==> src/rtl/sel_decoder_seq.sv <==
// Registered one-hot select generator with HOLD, timed STROBE and wrapping SCAN modes.
// A valid/ready request picks the mode; out-of-range or reserved requests pulse o_err.
module sel_decoder_seq #(
  parameter int ADDR_W    = 3,
  parameter int N_OUT     = 8,
  parameter int PULSE_LEN = 1
) (
  input  logic              i_clk,
  input  logic              i_rst_n,
  input  logic              i_enable,
  input  logic              i_clr,
  input  logic              i_req_valid,
  output logic              o_req_ready,
  input  logic [ADDR_W-1:0] i_req_addr,
  input  logic [1:0]        i_req_mode,
  output logic [N_OUT-1:0]  o_out,
  output logic [ADDR_W-1:0] o_idx,
  output logic              o_busy,
  output logic              o_err
);

  localparam int CNT_W = (PULSE_LEN > 1) ? $clog2(PULSE_LEN) : 1;

  localparam logic [1:0] ST_IDLE   = 2'd0;
  localparam logic [1:0] ST_HOLD   = 2'd1;
  localparam logic [1:0] ST_STROBE = 2'd2;
  localparam logic [1:0] ST_SCAN   = 2'd3;

  localparam logic [1:0] MODE_HOLD   = 2'b00;
  localparam logic [1:0] MODE_STROBE = 2'b01;
  localparam logic [1:0] MODE_SCAN   = 2'b10;
  localparam logic [1:0] MODE_RSVD   = 2'b11;

  localparam logic [ADDR_W-1:0] LAST_IDX  = ADDR_W'(N_OUT - 1);
  localparam logic [N_OUT-1:0]  ONEHOT_LSB = {{(N_OUT-1){1'b0}}, 1'b1};
  localparam logic [CNT_W-1:0]  CNT_LOAD   = CNT_W'(PULSE_LEN - 1);

  logic [1:0]        r_state;
  logic [N_OUT-1:0]  r_out;
  logic [ADDR_W-1:0] r_idx;
  logic [CNT_W-1:0]  r_cnt;
  logic              r_err;

  logic              w_accept;
  logic              w_req_bad;
  logic [ADDR_W-1:0] w_idx_inc;
  logic [N_OUT-1:0]  w_onehot_req;
  logic [N_OUT-1:0]  w_onehot_idx;
  logic [N_OUT-1:0]  w_onehot_inc;

  assign o_req_ready  = i_enable & ~i_clr & (r_state != ST_STROBE);
  assign w_accept     = i_req_valid & o_req_ready;
  assign w_req_bad    = (32'(i_req_addr) >= N_OUT) | (i_req_mode == MODE_RSVD);
  assign w_idx_inc    = (r_idx == LAST_IDX) ? '0 : r_idx + ADDR_W'(1);
  assign w_onehot_req = ONEHOT_LSB << i_req_addr;
  assign w_onehot_idx = ONEHOT_LSB << r_idx;
  assign w_onehot_inc = ONEHOT_LSB << w_idx_inc;

  // In SCAN a zero output means we are resuming from a pause: redrive idx before advancing.
  always_ff @(posedge i_clk or negedge i_rst_n) begin
    if (!i_rst_n) begin
      r_state <= ST_IDLE;
      r_out   <= '0;
      r_idx   <= '0;
      r_cnt   <= '0;
      r_err   <= 1'b0;
    end else begin
      r_err <= 1'b0;
      if (i_clr) begin
        r_state <= ST_IDLE;
        r_out   <= '0;
      end else if (!i_enable) begin
        r_out <= '0;
      end else if (w_accept) begin
        if (w_req_bad) begin
          r_state <= ST_IDLE;
          r_out   <= '0;
          r_err   <= 1'b1;
        end else begin
          r_idx <= i_req_addr;
          r_out <= w_onehot_req;
          r_cnt <= CNT_LOAD;
          case (i_req_mode)
            MODE_STROBE: r_state <= ST_STROBE;
            MODE_SCAN:   r_state <= ST_SCAN;
            MODE_HOLD:   r_state <= ST_HOLD;
            default:     r_state <= ST_HOLD;
          endcase
        end
      end else begin
        case (r_state)
          ST_HOLD: r_out <= w_onehot_idx;
          ST_STROBE: begin
            if (r_cnt == '0) begin
              r_state <= ST_IDLE;
              r_out   <= '0;
            end else begin
              r_cnt <= r_cnt - CNT_W'(1);
              r_out <= w_onehot_idx;
            end
          end
          ST_SCAN: begin
            if (r_out == '0) begin
              r_out <= w_onehot_idx;
            end else begin
              r_idx <= w_idx_inc;
              r_out <= w_onehot_inc;
            end
          end
          default: r_out <= '0;
        endcase
      end
    end
  end

  assign o_out  = r_out;
  assign o_idx  = r_idx;
  assign o_busy = (r_state != ST_IDLE);
  assign o_err  = r_err;

endmodule
==> config.mk <==
export PLATFORM = sky130hd
export DESIGN_NAME = sel_decoder_seq
export DESIGN_NICKNAME = d
export VERILOG_FILES = /design/src/rtl/sel_decoder_seq.sv
export SDC_FILE = /design/constraint.sdc
export NUM_CORES = 1
export LEC_CHECK = 0
export ABC_AREA = 1
export CORE_MARGIN = 5
export CORE_UTILIZATION = 25
export DETAILED_ROUTE_END_ITERATION = 16
export GPL_TIMING_DRIVEN = 0
export SYNTH_ARGS = -nofsm -noshare
export SYNTH_HDL_FRONTEND = slang
export SYNTH_SLANG_ARGS = --single-unit
export TNS_END_PERCENT = 20
==> constraint.sdc <==
create_clock -name i_clk -period 1.78 [get_ports i_clk]
set_clock_uncertainty 0.15 [all_clocks]
set_input_delay 0.534 -clock i_clk [delete_from_list [all_inputs] [get_ports i_clk]]
set_output_delay 0.534 -clock i_clk [all_outputs]
set_load 0.005 [all_outputs]
==> out/results.ini, run 1 <==
[global_route]
grt_max_degree = 15
grt_overflow_total = 0
antenna_found_initial = 0
grt.total_usage = 0.103
grt_pass1_vias = 1130
grt_pass1_wl_um = 5140

[synth]
syn_inst = 176
yosysSeqAreaShare = 0.294
synth_area_um2 = 1190
synth_top_flop_cell = dfrtp_1
synth_top_cells_by_area = dfrtp_1, nand2_1, ha_1
synth_cell_types = 22
yosysMostFrequentCell = nand2_1
ys_ff_latch = 14
synth_top_area_frac = 0.294
synth_fp_nets = 195
synth_commonest_cells = nand2_1, inv_1, nand3_1, nor2_1, dfrtp_1
synth_edf_count = 0
yosysTopAreaCell = dfrtp_1
async_flop_share = 1.00
avgSynthCellArea_um2 = 6.77
synth_warnings = 0

[setup_path]
r2r_setup_slack_ps = 50
cp.arrival_ps = 1080
start_kind = input port
path_class = input port to output port
crit_fanout = 3
critPathRequiredTime_ps = 1100
critPathCaptureType = output port

[placed_design]
place_congestion = 0.821
port_buffers = 23
hpwlAfterDp_um = 2370
place_inst = 253

[route]
drt-initial-drc-count = 127
vias = 1259
drt_wl_total_um = 3230
drc = 0
antenna_left = 0
first_pass_iters = 4
wl_per_cell_um = 12.0
via_per_inst = 4.70

[hold_path]
hold_class = input port to flop

[cts]
clock_latency_ps = 250
cts.sink_count = 14
numCtsBuffers = 3
clk_pin_slew_worst_paths_ps = 60
clk_path_buf_depth = 2
cts-root-buf = clkbuf_8
cts-hold-fix-buffers = 0
cts.htree.levels = 1
tritoncts = yes

[sta]
fin_crit_ps = 1760
final_max_slew_viol_count = 0
hold_ws_ps = 437
tightest_slew_ps = 661
rsz0062_at_grt = yes
max_freq_ghz = 0.567
post-route-period-util = 0.991
setup_viol = 0
hold_violations = 0
relSlewSlack = 0.558
final.setup.tns_ps = 0

[die]
die_y_um = 79.0
coreArea_um2 = 4660
ioPinCount = 24
die_width_um = 79.0
initial_core_util = 0.256
die_area_um2 = 6240
num_rows = 25

[power]
p_total_mw = 1.34
powerDensity_nw_per_um2 = 782
vdd_drop_max_mv = 0.283
p_leak_nw = 0.919

[final_layout]
layout.nets = 234
antenna_cells = 0
drive_above_1_share = 0.257
final_cells = 268
area_growth_syn_to_layout_pct = 43.6

[flow_run]
drv_cap = 0

[outcome]
status = complete, no violations

path summary, 6_finish.rpt:
| path | start | to | cells past startpoint |
|---|---|---|---|
| worst min-delay path | i_clr | r_state[1]$_DFFE_PN0P_ | 2 |
| worst max-delay path | i_clr | o_req_ready | 5 |
| worst min register to register | o_idx[2]$_DFFE_PN0P_ | o_idx[2]$_DFFE_PN0P_ | 3 |
| worst max register to register | o_idx[2]$_DFFE_PN0P_ | o_out[7]$_DFF_PN0_ | 8 |
| min in group asynchronous | i_rst_n | r_state[0]$_DFFE_PN0P_ | 1 |
| max in group asynchronous | i_rst_n | o_idx[0]$_DFFE_PN0P_ | 1 |
worst max-delay path: stages:
cell and delay [ps]:
clkdlybuf4s15_1 200, inv_1 70, nand2_2 70, nor2_4 90, buf_2 110
sequential cells by signal (all words and copies together) (netlist names):
| signal | flops |
|---|---|
| o_idx | 3 |
| o_err | 1 |
| r_state | 2 |
| o_out | 8 |
stage by stage:
stage	instance area [µm²]	setup WS, ps	utilization
floorplan	1190	70.1	-
global placement	1490	-773	0.319
detailed placement	1490	-778	0.319
CTS	1600	-28.5	0.343
global route	1710	-82.3	0.367
finish	1710	15.6	0.367
layer usage:
| metal | GRT usage | wire length [µm] | vias up |
|---|---|---|---|
| met5 | 0 | 0 | - |
| met4 | 0.0361 | 63 | 0 |
| met3 | 0.0306 | 183 | 7 |
| met2 | 0.166 | 1540 | 28 |
| met1 | 0.130 | 1450 | 573 |
| li1 | - | - | 651 |
cell type report:
| type | instances | area, µm² |
|---|---|---|
| Timing Repair Buffer | 34 | 314 |
| Tap cell | 54 | 67.6 |
| Multi-Input combinational cell | 135 | 805 |
| Sequential cell | 14 | 353 |
| Buffer | 2 | 22.5 |
| Fill cell | 488 | 2950 |
| Clock buffer | 4 | 55.1 |
| Inverter | 25 | 93.8 |
power by group:
group | switching (mW) | internal [mW] | total (mW)
combinational | 0.361 | 0.294 | 0.654
sequential | 0.0251 | 0.345 | 0.370
clock | 0.117 | 0.196 | 0.313
total | 0.503 | 0.835 | 1.34
layout by cell type (no fill, tap or decap), drive strengths merged:
master / netlist / final
a21oi: 10 / 10
a31oi: 1 / 1
buf: 2 / 15
clkbuf: 0 / 4
clkdlybuf4s15: 0 / 1
clkdlybuf4s50: 0 / 5
clkinv: 1 / 1
dfrtp: 14 / 14
dlygate4sd2: 0 / 7
dlymetal6s2s: 0 / 8
ha: 9 / 9
inv: 24 / 24
nand2: 43 / 43
nand3: 21 / 21
nand4: 2 / 2
nor2: 20 / 20
o21ai: 26 / 26
or2: 3 / 3
cells by family after synthesis:
| family | Yosys count | synth area share |
|---|---|---|
| AOI/OAI and AO/OA | 37 | 0.182 |
| adders and majority gates | 9 | 0.0945 |
| buffers and inverters | 27 | 0.0977 |
| DFF | 14 | 0.294 |
| and+or+nand+nor | 89 | 0.332 |
repair_timing:
action	CTS	global route
pin swaps	5	7
buffers inserted	7	4
endpoints found under the setup margin	19	18
gates resized for setup	24	23
endpoints found under the hold margin	0	0
gates cloned	0	0
Power figures use the tool's default switching activity.
==> run 2, diff against run 1 <==
MAX_ROUTING_LAYER = met4   (was default)
TNS_END_PERCENT = 30   (was 20)
==> out/results.ini, run 2 (synthesis gave the netlist of run 1 again) <==
[power]
vdd_drop_max_mv = 0.299  ; was 0.283 mV
p_leak_nw = 0.926  ; was 0.919 nW
powerDensity_nw_per_um2 = 776  ; was 782 nW/µm²
p_total_mw = 1.33  ; was 1.34 mW

[global_route]
antenna_found_initial = 0  ; unchanged
grt_util_met2 = 0.166  ; unchanged
use_met3 = 0.0261  ; was 0.0306
use_met1 = 0.133  ; was 0.130
grt_max_degree = 15  ; unchanged
grt_pass1_vias = 1129  ; was 1130
grt_overflow_total = 0  ; unchanged
grt_pass1_wl_um = 5150  ; was 5140 µm
grt_busiest_layer = met2  ; unchanged
grt.total_usage = 0.106  ; was 0.103

[final_layout]
layout_commonest_cell = nand2_1  ; unchanged
drive_above_1_share = 0.252  ; was 0.257
seq_area_um2 = 353  ; unchanged
largest_reg_flops = 8  ; unchanged
final_cell_mix = nand2_1, nand3_1, inv_1, nor2_1  ; was nand2_1, nand3_1, inv_1, nor2_1, dfrtp_1
multiInputGateArea_um2 = 805  ; unchanged
num-fill-cells = 484  ; was 488
layout.nets = 234  ; unchanged
area_growth_syn_to_layout_pct = 43.8  ; was 43.6%
antenna_cells = 0  ; unchanged

[setup_path]
r2r-start = o_idx[2]$_DFFE_PN0P_  ; unchanged
path_cells = clkdlybuf4s15_1 > inv_1 > nand2_2 > nor2_4 > buf_2  ; unchanged
crit_slowest_cell = clkdlybuf4s15_1  ; unchanged
ff2ff_path_depth = 8  ; unchanged
setup.worst_path.end = o_req_ready  ; unchanged
crit_cells = 5  ; unchanged
crit_buf_inv = 3  ; unchanged
r2r_setup_slack_ps = 40  ; was 50 ps
slowest_delay_ps = 200  ; about the same
path_class = input port to output port  ; unchanged
cp.arrival_ps = 1080  ; about the same
crit_fanout = 3  ; unchanged
critPathRequiredTime_ps = 1100  ; about the same
r2r_end = o_out[7]$_DFF_PN0_  ; unchanged
crit_start = i_clr  ; unchanged
critPathTopFamily = buffers and inverters  ; unchanged
critPathCaptureType = output port  ; unchanged
start_kind = input port  ; unchanged

[cts]
cts.sink_count = 14  ; unchanged
tritoncts = yes  ; unchanged
numCtsBuffers = 3  ; unchanged
clk_pin_slew_worst_paths_ps = 60  ; about the same
clock_latency_ps = 250  ; about the same
cts-root-buf = clkbuf_8  ; unchanged
cts.htree.levels = 1  ; unchanged
clk_path_buf_depth = 2  ; unchanged
cts-hold-fix-buffers = 0  ; unchanged

[sta]
post-route-period-util = 0.992  ; was 0.991
tightest_slew_ps = 655  ; was 661 ps
fin_crit_ps = 1770  ; was 1760 ps
max_freq_ghz = 0.566  ; was 0.567 GHz
hold_violations = 0  ; unchanged
final_max_slew_viol_count = 0  ; unchanged
final.setup.tns_ps = 0  ; unchanged
relSlewSlack = 0.562  ; was 0.558
rsz0062_at_grt = yes  ; unchanged
setup_viol = 0  ; unchanged

[placed_design]
place_congestion = 0.833  ; was 0.821
hpwlAfterDp_um = 2370  ; unchanged
port_buffers = 23  ; unchanged

[route]
via_per_inst = 4.69  ; was 4.70
antenna_left = 0  ; unchanged
wl_per_cell_um = 12.1  ; was 12.0 µm
drt-initial-drc-count = 125  ; was 127
drt_wl_total_um = 3230  ; about the same
drc = 0  ; unchanged
vias = 1257  ; was 1259
first_pass_iters = 4  ; unchanged

[die]
initial_core_util = 0.256  ; unchanged
die_area_um2 = 6240  ; unchanged
die_width_um = 79.0  ; unchanged
ioPinCount = 24  ; unchanged
num_rows = 25  ; unchanged
coreArea_um2 = 4660  ; unchanged
die_y_um = 79.0  ; unchanged

[outcome]
status = complete, no violations  ; unchanged

[flow_run]
drv_cap = 0  ; unchanged

[hold_path]
hold_class = input port to flop  ; unchanged

-- run 2: cell count changes in the layout (fill, tap and decap cells not counted) --
| cell | change |
|---|---|
| a31oi_2 | -1 |
| a31oi_4 | +1 |
| clkdlybuf4s50_1 | -1 |
| dlymetal6s2s_1 | +1 |
| nor2_2 | +1 |
| nor2_4 | -1 |
| o21ai_1 | +1 |
| o21ai_2 | -1 |
-- run 2: worst register-to-register path, delay by kind of cell (launching register included) --
| kind | cells | cell delay, ps |
|---|---|---|
| flops | 1 | 400 |
| simple gates | 3 | 380 |
| buf+inv | 2 | 310 |
| compound gates | 2 | 230 |
| fa+ha+maj | 1 | 200 |
-- run 2: repair_timing --
| action | 4_1_cts | 5_1_grt |
|---|---|---|
| endpoints found under the setup margin | 19 | 18 |
| buffers inserted | 7 | 4 |
| resized for setup | 25 | 22 |
| pin swaps | 5 | 5 |
| hold endpoints to repair | 0 | 0 |
-- run 2: worst min path at each step --
stage                                    start                endpoint  depth (start not counted)
after detailed placement  o_idx[1]$_DFFE_PN0P_    o_idx[1]$_DFFE_PN0P_                          2
after floorplan                        i_rst_n         o_err$_DFF_PN0_                          0
after CTS                 o_idx[0]$_DFFE_PN0P_    o_idx[0]$_DFFE_PN0P_                          2
after global routing                     i_clr  r_state[0]$_DFFE_PN0P_                          2
final                                    i_clr  r_state[1]$_DFFE_PN0P_                          2
after global placement    o_idx[1]$_DFFE_PN0P_    o_idx[1]$_DFFE_PN0P_                          2
-- run 2: power by group --
group          switching, mW  total (mW)  internal (mW)
combinational          0.357       0.645          0.288
sequential            0.0253       0.370          0.345
clock                  0.117       0.313          0.196
-- run 2: per-stage QoR --
stage	utilization	hold WS, ps	instances	cell area (µm²)	worst slack, ps
2_1_floorplan	-	88.4	176	1190	70.1
3_3_place_gp	0.319	399	253	1490	-773
3_5_place_dp	0.319	404	253	1490	-778
4_1_cts	0.344	398	264	1600	0.195
5_1_grt	0.368	439	268	1710	-85.7
6_report	0.368	437	268	1710	14.2
-- run 2: per-layer routing --
layer	wire (µm)	part of all wire
met5	0	0
met4	66	0.020
met1	1500	0.46
met3	135	0.042
met2	1530	0.47
-- run 2: area by class of cell --
type,count,area share
multi-input cells,135,0.470
flip-flops and latches,14,0.206
inverters,25,0.0548
repair buffers,34,0.185
well taps,54,0.0394
clock buffers,4,0.0321
plain buffers,2,0.0131
